[src/rtl/lab_pkg.sv]
// Shared definitions for the lab evaluator blocks: the reference truth table,
// a table builder for future lab variants, and the loader FSM state type.
package lab_pkg;

  localparam int unsigned MAX_IN = 8;

  // (x|y) ^ (~z & (k|l)) with x=in[4] .. l=in[0]; bit i is f(in = i)
  localparam logic [31:0]  TT_VAR2   = 32'hF1F1_F10E;
  localparam logic [255:0] TT_VAR2_W = {224'd0, TT_VAR2};

  typedef enum logic [0:0] {
    RUN  = 1'b0,
    LOAD = 1'b1
  } cfg_state_e;

  function automatic logic [255:0] build_tt(input int unsigned fn_idx, input int unsigned n_in);
    logic [255:0] tt;
    logic [7:0]   v;
    tt = 256'd0;
    for (int unsigned i = 0; i < 256; i++) begin
      v = 8'(i);
      if (i < (32'd1 << n_in)) begin
        case (fn_idx)
          32'd0:   tt[i] = ^v;
          32'd1:   tt[i] = &v;
          32'd2:   tt[i] = (v[4] | v[3]) ^ (~v[2] & (v[1] | v[0]));
          default: tt[i] = 1'b0;
        endcase
      end else begin
        tt[i] = 1'b0;
      end
    end
    return tt;
  endfunction

endpackage

[src/rtl/tt_loader.sv]
// Serial truth-table loader: collects 2^N_IN bits into a shadow table and
// strobes a swap one cycle after the last bit is accepted.
module tt_loader
  import lab_pkg::*;
#(
  parameter int unsigned N_IN = 5
) (
  input  logic                   clk,
  input  logic                   rst,
  input  logic                   cfg_start_i,
  input  logic                   cfg_valid_i,
  input  logic                   cfg_bit_i,
  output logic                   cfg_busy_o,
  output logic                   cfg_done_o,
  output logic                   swap_o,
  output logic [(1<<N_IN)-1:0]   shadow_o
);

  localparam int unsigned DEPTH = 1 << N_IN;
  localparam logic [N_IN:0] TERM = {1'b0, {N_IN{1'b1}}};
  localparam logic [N_IN:0] ONE  = {{N_IN{1'b0}}, 1'b1};

  cfg_state_e        state_q, state_d;
  logic [N_IN:0]     cnt_q, cnt_d;
  logic [DEPTH-1:0]  shadow_q, shadow_d;
  logic              done_q, done_d;

  always_ff @(posedge clk) begin
    if (rst) begin
      state_q  <= RUN;
      cnt_q    <= '0;
      shadow_q <= '0;
      done_q   <= 1'b0;
    end else begin
      state_q  <= state_d;
      cnt_q    <= cnt_d;
      shadow_q <= shadow_d;
      done_q   <= done_d;
    end
  end

  // Leaving LOAD straight to RUN on the last bit lets a cfg_start in the
  // swap cycle open a new load while the completed shadow is copied out.
  always_comb begin
    state_d  = state_q;
    cnt_d    = cnt_q;
    shadow_d = shadow_q;
    done_d   = 1'b0;
    case (state_q)
      RUN: begin
        if (cfg_start_i) begin
          state_d = LOAD;
          cnt_d   = '0;
        end else begin
          state_d = RUN;
        end
      end
      LOAD: begin
        if (cfg_start_i) begin
          cnt_d = '0;
        end else if (cfg_valid_i) begin
          shadow_d[cnt_q[N_IN-1:0]] = cfg_bit_i;
          cnt_d = cnt_q + ONE;
          if (cnt_q == TERM) begin
            state_d = RUN;
            done_d  = 1'b1;
          end else begin
            state_d = LOAD;
          end
        end else begin
          state_d = LOAD;
        end
      end
      default: begin
        state_d = RUN;
        cnt_d   = '0;
      end
    endcase
  end

  assign cfg_busy_o = (state_q == LOAD);
  assign cfg_done_o = done_q;
  assign swap_o     = done_q;
  assign shadow_o   = shadow_q;

endmodule

[src/rtl/lut_eval_pipe.sv]
// Two-stage registered truth-table evaluator with a run-time reloadable table;
// a new table is loaded serially into a shadow copy and swapped in atomically.
module lut_eval_pipe
  import lab_pkg::*;
#(
  parameter int unsigned              N_IN       = 5,
  parameter logic [(1<<N_IN)-1:0]     DEFAULT_TT = TT_VAR2_W[(1<<N_IN)-1:0]
) (
  input  logic              clk,
  input  logic              rst,
  input  logic              in_valid,
  input  logic [N_IN-1:0]   in_data,
  output logic              out_valid,
  output logic              out,
  input  logic              cfg_start,
  input  logic              cfg_valid,
  input  logic              cfg_bit,
  output logic              cfg_busy,
  output logic              cfg_done
);

  localparam int unsigned DEPTH = 1 << N_IN;

  logic [N_IN-1:0]   s1_data_q;
  logic              s1_valid_q;
  logic              out_q, out_d;
  logic              out_valid_q;
  logic [DEPTH-1:0]  active_tt_q, active_tt_d;
  logic              swap_s;
  logic [DEPTH-1:0]  shadow_s;

  tt_loader #(
    .N_IN (N_IN)
  ) u_loader (
    .clk         (clk),
    .rst         (rst),
    .cfg_start_i (cfg_start),
    .cfg_valid_i (cfg_valid),
    .cfg_bit_i   (cfg_bit),
    .cfg_busy_o  (cfg_busy),
    .cfg_done_o  (cfg_done),
    .swap_o      (swap_s),
    .shadow_o    (shadow_s)
  );

  // The lookup reads the table as it stands before this edge's swap.
  always_comb begin
    out_d       = active_tt_q[s1_data_q];
    active_tt_d = active_tt_q;
    if (swap_s) begin
      active_tt_d = shadow_s;
    end else begin
      active_tt_d = active_tt_q;
    end
  end

  always_ff @(posedge clk) begin
    if (rst) begin
      s1_data_q   <= '0;
      s1_valid_q  <= 1'b0;
      out_q       <= 1'b0;
      out_valid_q <= 1'b0;
      active_tt_q <= DEFAULT_TT;
    end else begin
      s1_data_q   <= in_data;
      s1_valid_q  <= in_valid;
      out_q       <= out_d;
      out_valid_q <= s1_valid_q;
      active_tt_q <= active_tt_d;
    end
  end

  assign out       = out_q;
  assign out_valid = out_valid_q;

endmodule

[config.mk]
export PLATFORM = sky130hd
export DESIGN_NAME = lut_eval_pipe
export DESIGN_NICKNAME = d
export VERILOG_FILES = /design/src/rtl/lab_pkg.sv /design/src/rtl/tt_loader.sv /design/src/rtl/lut_eval_pipe.sv
export SDC_FILE = /design/constraint.sdc
export NUM_CORES = 1
export LEC_CHECK = 0
export CAP_MARGIN = 30
export CORE_MARGIN = 2
export CORE_UTILIZATION = 60
export CTS_CLUSTER_SIZE = 24
export DETAILED_ROUTE_END_ITERATION = 12
export HOLD_SLACK_MARGIN = 0.1
export PLACE_DENSITY_LB_ADDON = 0.2
export SYNTH_ARGS = -nofsm -noshare
export SYNTH_HDL_FRONTEND = slang
export SYNTH_SLANG_ARGS = --single-unit
[constraint.sdc]
create_clock -name clk -period 2.25 [get_ports clk]
set_clock_uncertainty 0.05 [all_clocks]
set_input_delay 0.225 -clock clk [delete_from_list [all_inputs] [get_ports clk]]
set_output_delay 0.225 -clock clk [all_outputs]
set_load 0.005 [all_outputs]
==> results.toml, run 1 <==
[cells_and_area]
utilization_pct = 68.6
diodes = 0
fill_cells = 439
drive_gt1_share_pct = 9.19
final_common_cell = "dfxtp_1"
layout.nets = 391
final_cell_mix = "dfxtp_1, nand2_1, nor2_1, a21oi_1, nor2b_1"
syn2layout_area_growth_pct = 10.6

[critical_path]
path_max_fanout = 8
cp_slowest_cell = "dfxtp_1"
required_ns = 2.44
cp_top_family = "flip-flops"
path_class = "reg -> reg"
critPathMaxStageDelay_ns = 0.59
cp-end-kind = "flop"
path_buf_inv = 0
start_kind = "flop"
critical_path.cell_chain = "mux4_2 > o22ai_1 > o221ai_1 > and3_1"
cp.arrival_ns = 1.96

[placement]
pre_cts_slack_ns = 0.426
place_congestion = 0.791
dp_hpwl_um = 4700
io_buffers = 14

[logic_synthesis]
ys_seq_elements = 80
synth_cell_types = 32
yosysTopAreaCellShare_pct = 46.9
ys_async_sr_fraction_pct = 0
yosys_warnings = 0
syn_avg_cell_area_sq_um = 9.12
syn_nets = 389
synthFlopType = "dfxtp_1"
synth-seq-area-share_pct = 46.9
synth_top_cell_by_area = "dfxtp_1"
synth.area.top_cells = "dfxtp_1, mux2i_1, nand2_1, a21oi_1, a211o_1"
synthCells = 374
syn_area_sq_mm = 0.00341
synth_edf_count = 0

[timing]
fin_tns_setup_ns = 0
fmax_ghz = 0.564
slew_viol_final = 0
rsz0062_at_grt = "no"
slew_headroom_pct = 63.4
finalSetupViolCount = 0
post-route-period-util_pct = 78.7
finalWorstSetupSlack_ns = 0.478
hold_viol_final = 0
worst_pin_slew_ns = 0.549
period_needed_ns = 1.77

[drt]
drt-total-wl_um = 6780
postRouteAntennaNets = 0
wl_per_cell_um = 15.0
dr.first_iter.drc_count = 157
vias_per_cell = 5.70
vias = 2584
drc = 0
drt_pass1_iterations = 4

[clock_tree]
cts_tree = "built"
cts-root-buf = "clkbuf_8"
clk_pin_slew_ns = 0.09
cts_max_path_buffers = 2
ctsResizeCount = 0
h-tree-depth = 3
clock_sinks = 80
ctsHoldBuffers = 0
numCtsBuffers = 9
post_cts.repair.setup_buffers = 0
clk_latency_ns = 0.35

[floorplanning]
die_h_um = 79.4
coreArea_sq_mm = 0.00551
num_rows = 27
die_x_um = 79.4
start_util_pct = 62.0
io_pins = 15
dieArea_sq_mm = 0.00631

[global_routing]
antenna_found_initial = 0
grt_max_degree = 51
grt_pass1_vias = 2345
grt_use_total_pct = 23.9
grt-ovfl-total = 0
grt_pass1_wl_um = 11500

[worst_hold_path]
hp-class = "in -> reg"

[power]
leakagePower_nw = 1.24
vdd_ir_drop_max_mv = 0.428
power.density_mw_per_mm2 = 712

[status]
status = "finished, final reports clean"

[job]
max_cap_viol_count = 0
## area by class of cell
class	count	area, sq um	share of cell area, %
tap	72	90.1	2.39
clock inverter	7	96.3	2.55
clock buffer	9	124	3.28
inverter	2	7.51	0.199
multi-input combinational	263	1670	44.3
timing repair buffer	20	180	4.77
sequential	80	1600	42.5
## cell usage after synthesis (2+ instances only)
master,number
xnor2_1,2
and4b_1,4
a211o_1,18
or3_1,3
mux2i_1,21
nand2_1,50
nor3_1,2
nor2_1,39
ha_1,4
nor2b_1,25
mux2_2,2
mux4_2,5
nand4b_1,4
nor3b_2,3
mux4_1,2
buf_2,10
dfxtp_1,80
nand3_1,16
o21ai_0,19
nand3b_1,4
inv_1,2
clkbuf_1,17
a21oi_1,33
## cells by family after synthesis
kind of cell | count (synthesis) | share of synthesized area [%]
simple gates | 154 | 22.5
flops | 80 | 46.9
compound gates | 72 | 12.7
buf+inv | 31 | 4.00
mux | 30 | 11.7
fa+ha+maj | 4 | 1.47
xor+xnor | 3 | 0.770
## registers in the layout, summed over array words and instances (netlist names)
name / flops
s1_data_q: 5
s1_valid_q: 1
u_loader.cfg_busy_o: 1
u_loader.shadow_o: 32
active_tt_q: 32
out: 1
u_loader.cfg_done_o: 1
out_valid: 1
u_loader.cnt_q: 6
## path summary, 6_finish.rpt
kind / from / end / slack [ns] / cells past startpoint
setup reg to reg: s1_data_q[0] / out / 0.48 / 4
hold reg to reg: s1_valid_q / out_valid / 0.40 / 1
setup / recovery: s1_data_q[0] / out / 0.48 / 4
hold / removal: rst / u_loader.cfg_busy_o / 0.24 / 2
## worst register-to-register path, delay by kind of cell (launching register included)
family | cells | cell delay [ns]
DFF | 1 | 0.59
muxes | 1 | 0.56
and+or+nand+nor | 1 | 0.19
AOI/OAI and AO/OA | 2 | 0.28
## power by group
part	total [W]	internal, W	switching, W	leakage, nW
clock network	0.00114	0.000626	0.000513	0.113
logic	0.000106	0.0000515	0.0000545	0.477
registers	0.00144	0.00142	0.0000157	0.648
total	0.00269	0.00210	0.000584	1.24
## per-stage QoR
| step | total power (W) | instances | instance area, sq um | hold WS (ns) |
|---|---|---|---|---|
| 2_1_floorplan | 0.00154 | 374 | 3410 | 0.292 |
| 3_3_place_gp | 0.00158 | 437 | 3550 | 0.371 |
| 3_5_place_dp | 0.00158 | 437 | 3550 | 0.390 |
| 4_1_cts | 0.00271 | 453 | 3770 | 0.223 |
| 5_1_grt | 0.00279 | 453 | 3770 | 0.259 |
| 6_report | 0.00269 | 453 | 3770 | 0.236 |
## routing by layer
layer,vias up,global-route usage (%),wire length (um)
li1,1305,-,-
met1,1217,33.0,3240
met2,57,36.4,3190
met3,5,7.24,298
met4,0,7.24,51
met5,-,0,0
Note: power is estimated with default switching activity, not from simulation.
==> inputs of run 2 (changes only) <==
--- a/config.mk
+++ b/config.mk
@@ -7,7 +7,7 @@
 export LEC_CHECK = 0
 export CAP_MARGIN = 30
 export CORE_MARGIN = 2
-export CORE_UTILIZATION = 60
+export CORE_UTILIZATION = 59
 export CTS_CLUSTER_SIZE = 24
 export DETAILED_ROUTE_END_ITERATION = 12
 export HOLD_SLACK_MARGIN = 0.1
==> constraint.sdc (replaced) <==
create_clock -name clk -period 1.63 [get_ports clk]
set_clock_uncertainty 0.05 [all_clocks]
set_input_delay 0.163 -clock clk [delete_from_list [all_inputs] [get_ports clk]]
set_output_delay 0.163 -clock clk [all_outputs]
set_load 0.005 [all_outputs]
==> results.toml, run 2 (same netlist as run 1, synthesis figures left out) <==
[critical_path]
cp-end-kind = "flop"
path_buf_inv = 1
start_kind = "flop"
critPathMaxStageDelay_ns = 0.50
reg2reg_slack_ns = 0.04
cp_slowest_cell = "mux4_2"
required_ns = 1.83
path_class = "reg -> reg"
path_max_fanout = 8
cp.arrival_ns = 1.79
critical_path.cell_chain = "buf_12 > mux4_2 > mux2i_2 > a21oi_1 > and3_1"
cp_top_family = "multiplexers"

[clock_tree]
h-tree-depth = 3
cts-root-buf = "clkbuf_8"
cts_tree = "built"
clock_sinks = 80
numCtsBuffers = 9
cts_max_path_buffers = 2
clk_pin_slew_ns = 0.08
clk_latency_ns = 0.35

[timing]
period_needed_ns = 1.59
slew_headroom_pct = 63.7
fmax_ghz = 0.629
rsz0062_at_grt = "no"
worst_pin_slew_ns = 0.542
fin_tns_setup_ns = 0
finalSetupViolCount = 0
slew_viol_final = 0
hold_viol_final = 0
post-route-period-util_pct = 97.6
fin_hold_ws_ns = 0.300

[floorplanning]
num_rows = 27
start_util_pct = 61.6
die_h_um = 80.0
io_pins = 15
coreArea_sq_mm = 0.00554
dieArea_sq_mm = 0.00641
die_x_um = 80.0

[cells_and_area]
stdcell_count = 466
final_cell_mix = "dfxtp_1, nand2_1, nor2_1, a21oi_1, nor2b_1"
drive_gt1_share_pct = 12.9
layout.nets = 404
postLayoutCellArea_sq_mm = 0.00392
seqCellArea_sq_mm = 0.00161
syn2layout_area_growth_pct = 14.8
final_common_cell = "dfxtp_1"
diodes = 0
fill_cells = 455
multi_input_area_sq_mm = 0.00168

[drt]
vias = 2600
drt_pass1_iterations = 4
dr.first_iter.drc_count = 147
vias_per_cell = 5.58
drt-total-wl_um = 6950
postRouteAntennaNets = 0
wl_per_cell_um = 14.9
drc = 0

[global_routing]
grt_pass1_vias = 2360
grt-ovfl-total = 0
grt_pass1_wl_um = 11500
grt_max_degree = 74
grt_use_total_pct = 23.7
antenna_found_initial = 0

[placement]
io_buffers = 14
dp_cells = 447
place_area_sq_mm = 0.00367
place_congestion = 0.777
dp_hpwl_um = 4570

[power]
vdd_ir_drop_max_mv = 0.900
power.density_mw_per_mm2 = 954
leakagePower_nw = 1.31
power.total_w = 0.00374

[status]
status = "finished, final reports clean"

[worst_hold_path]
hp-class = "in -> reg"

[job]
max_cap_viol_count = 0
## run 2: repair_timing
action                     4_1_cts  5_1_grt
resized for setup                2        6
pin swaps                        0        1
hold endpoints to repair         1        0
setup buffers                    0        2
setup endpoints to repair        2        7
hold buffers                     1        0
## run 2: area by class of cell
class                      instances  share of cell area [%]
clock inverter                     5                    2.08
inverter                           2                   0.192
clock buffer                      11                    3.35
multi-input combinational        263                    42.8
timing repair buffer              33                    8.11
sequential                        80                    41.1
tap                               72                    2.30
## run 2: final timing paths
check | end | cells past startpoint | from
setup / recovery | out | 5 | s1_data_q[1]
setup reg to reg | out | 5 | s1_data_q[1]
hold reg to reg | out_valid | 1 | s1_valid_q
hold / removal | s1_data_q[0] | 2 | in_data[0]
## run 2: stage by stage
step	util (%)	worst slack [ns]
finish	70.7	0.0396
floorplan	-	0.129
global route	70.7	0.00353
CTS	70.3	0.000629
detailed placement	66.2	-0.156
global placement	66.2	-0.0715
## run 2: power by group
group          switching, W  internal, W  total (W)
Clock              0.000711     0.000864    0.00158
Sequential        0.0000173      0.00197    0.00198
Combinational     0.0000850    0.0000910   0.000176
Total              0.000813      0.00292    0.00374
## run 2: metal layers
metal  GRT usage (%)  vias up  routed length [um]
met5               0        -                   0
li1                -     1329                   -
met1            32.7     1225                3530
met3            4.75       10                 214
met2            35.7       36                3070
met4            11.0        0                 127
==> inputs of run 3 (changes only) <==
--- a/config.mk
+++ b/config.mk
@@ -7,7 +7,9 @@
 export LEC_CHECK = 0
 export CAP_MARGIN = 30
 export CORE_MARGIN = 2
-export CORE_UTILIZATION = 59
+export CORE_UTILIZATION = 60
+export CTS_BUF_LIST = sky130_fd_sc_hd__clkbuf_8
+export CTS_CLUSTER_DIAMETER = 100
 export CTS_CLUSTER_SIZE = 24
 export DETAILED_ROUTE_END_ITERATION = 12
 export HOLD_SLACK_MARGIN = 0.1
==> results.toml, run 3 (same netlist as run 1, synthesis figures left out) <==
[cells_and_area]
layout.nets = 409
drive_gt1_share_pct = 14.0
final_cell_mix = "dfxtp_1, nand2_1, nor2_1, a21oi_1, nor2b_1"
utilization_pct = 71.2
postLayoutCellArea_sq_mm = 0.00392
final_common_cell = "dfxtp_1"
diodes = 0
syn2layout_area_growth_pct = 15.0

[clock_tree]
clock_sinks = 80
cts-root-buf = "clkbuf_8"
clk_latency_ns = 0.34
h-tree-depth = 3
cts_tree = "built"
clk_pin_slew_ns = 0.08
numCtsBuffers = 9
cts_max_path_buffers = 2

[power]
power.share.clock_pct = 37.9
internal_power_w = 0.00269
p_sw_share_pct = 22.6
power.density_mw_per_mm2 = 885
power.switching_w = 0.000784
power_frac_comb_pct = 4.9
seq_power_share_pct = 57.2
power.total_w = 0.00347
vdd_ir_drop_max_mv = 0.749
leakagePower_nw = 1.32

[timing]
finalWorstSetupSlack_ns = 0.0772
fmax_ghz = 0.644
worst_pin_slew_ns = 0.479
fin_hold_ws_ns = 0.320
hold_viol_final = 0
rsz0062_at_grt = "yes"
period_needed_ns = 1.55
slew_headroom_pct = 67.8
post-route-period-util_pct = 95.3
finalSetupViolCount = 0
slew_viol_final = 0

[floorplanning]
io_pins = 15
num_rows = 27
dieArea_sq_mm = 0.00631
coreArea_sq_mm = 0.00551
die_h_um = 79.4
die_x_um = 79.4
start_util_pct = 62.0

[placement]
pre_cts_slack_ns = -0.0904
io_buffers = 14
place_area_sq_mm = 0.00372
place_congestion = 0.770
dp_hpwl_um = 4780

[status]
status = "finished, final reports clean"

[drt]
vias_per_cell = 5.49
drt_pass1_iterations = 4
vias = 2588
wl_per_cell_um = 14.7
drc = 0
drt-total-wl_um = 6910
dr.first_iter.drc_count = 118
postRouteAntennaNets = 0

[critical_path]
path_class = "reg -> reg"
cp_top_family = "multiplexers"
required_ns = 1.82
cp.arrival_ns = 1.74
cp_slowest_cell = "mux4_2"
start_kind = "flop"
cp-end-kind = "flop"
path_buf_inv = 0
critical_path.cell_chain = "mux4_2 > o22ai_1 > o221ai_1 > and3_1"
reg2reg_slack_ns = 0.08
path_max_fanout = 7
critPathMaxStageDelay_ns = 0.50

[job]
max_cap_viol_count = 0

[global_routing]
grt_max_degree = 74
grt_pass1_vias = 2409
grt-ovfl-total = 0
grt_pass1_wl_um = 11400
antenna_found_initial = 0
grt_use_total_pct = 23.8

[worst_hold_path]
hp-class = "in -> reg"
==> run 3: layout make-up <==
class | count | area [sq um]
Tap cell | 72 | 90.1
Fill cell | 421 | 1580
Clock inverter | 5 | 32.5
Multi-Input combinational cell | 263 | 1670
Timing Repair Buffer | 38 | 355
Sequential cell | 80 | 1610
Inverter | 2 | 7.51
Clock buffer | 11 | 151
==> run 3: power groups by stage <==
stage | clock network [W] | registers [W] | logic (W)
4_1_cts | 0.00135 | 0.00199 | 0.000171
3_3_place_gp | 0 | 0.00203 | 0.000166
6_report | 0.00132 | 0.00199 | 0.000169
2_1_floorplan | 0 | 0.00202 | 0.000106
3_5_place_dp | 0 | 0.00203 | 0.000168
5_1_grt | 0.00143 | 0.00199 | 0.000184
==> run 3: path summary, 6_finish.rpt <==
kind,from,endpoint,cells past startpoint
max,s1_data_q[0],out,4
max reg2reg,s1_data_q[0],out,4
min,in_valid,s1_valid_q,2
min reg2reg,s1_valid_q,out_valid,1
==> run 3: worst register-to-register path: cells and delay by family, from the launching register on <==
kind / cells / cell delay [ns]
AOI/OAI and AO/OA: 2 / 0.29
and+or+nand+nor: 1 / 0.20
DFF: 1 / 0.41
muxes: 1 / 0.50
==> run 3: stage by stage <==
step / instances / TNS [ns]
2_1_floorplan: 374 / 0
3_3_place_gp: 454 / -0.0284
3_5_place_dp: 454 / -0.275
4_1_cts: 471 / 0
5_1_grt: 471 / -0.00173
6_report: 471 / 0
==> run 3: repair_timing <==
| item | CTS | global route |
|---|---|---|
| setup buffers | 0 | 0 |
| endpoints found under the setup margin | 2 | 3 |
| hold buffers | 1 | 0 |
| hold endpoints to repair | 1 | 0 |
| gates resized for setup | 2 | 4 |
| pin swaps | 0 | 0 |
==> run 3: routing by layer <==
metal  track usage (%)  wire length, um  share of wire, %  up-vias
li1                  -                -                 -     1337
met1              30.9             3240                47     1190
met2              38.1             3240                47       55
met3              6.79              358               5.2        6
met4              8.62               63              0.91        0
met5                 0                0                 0        -
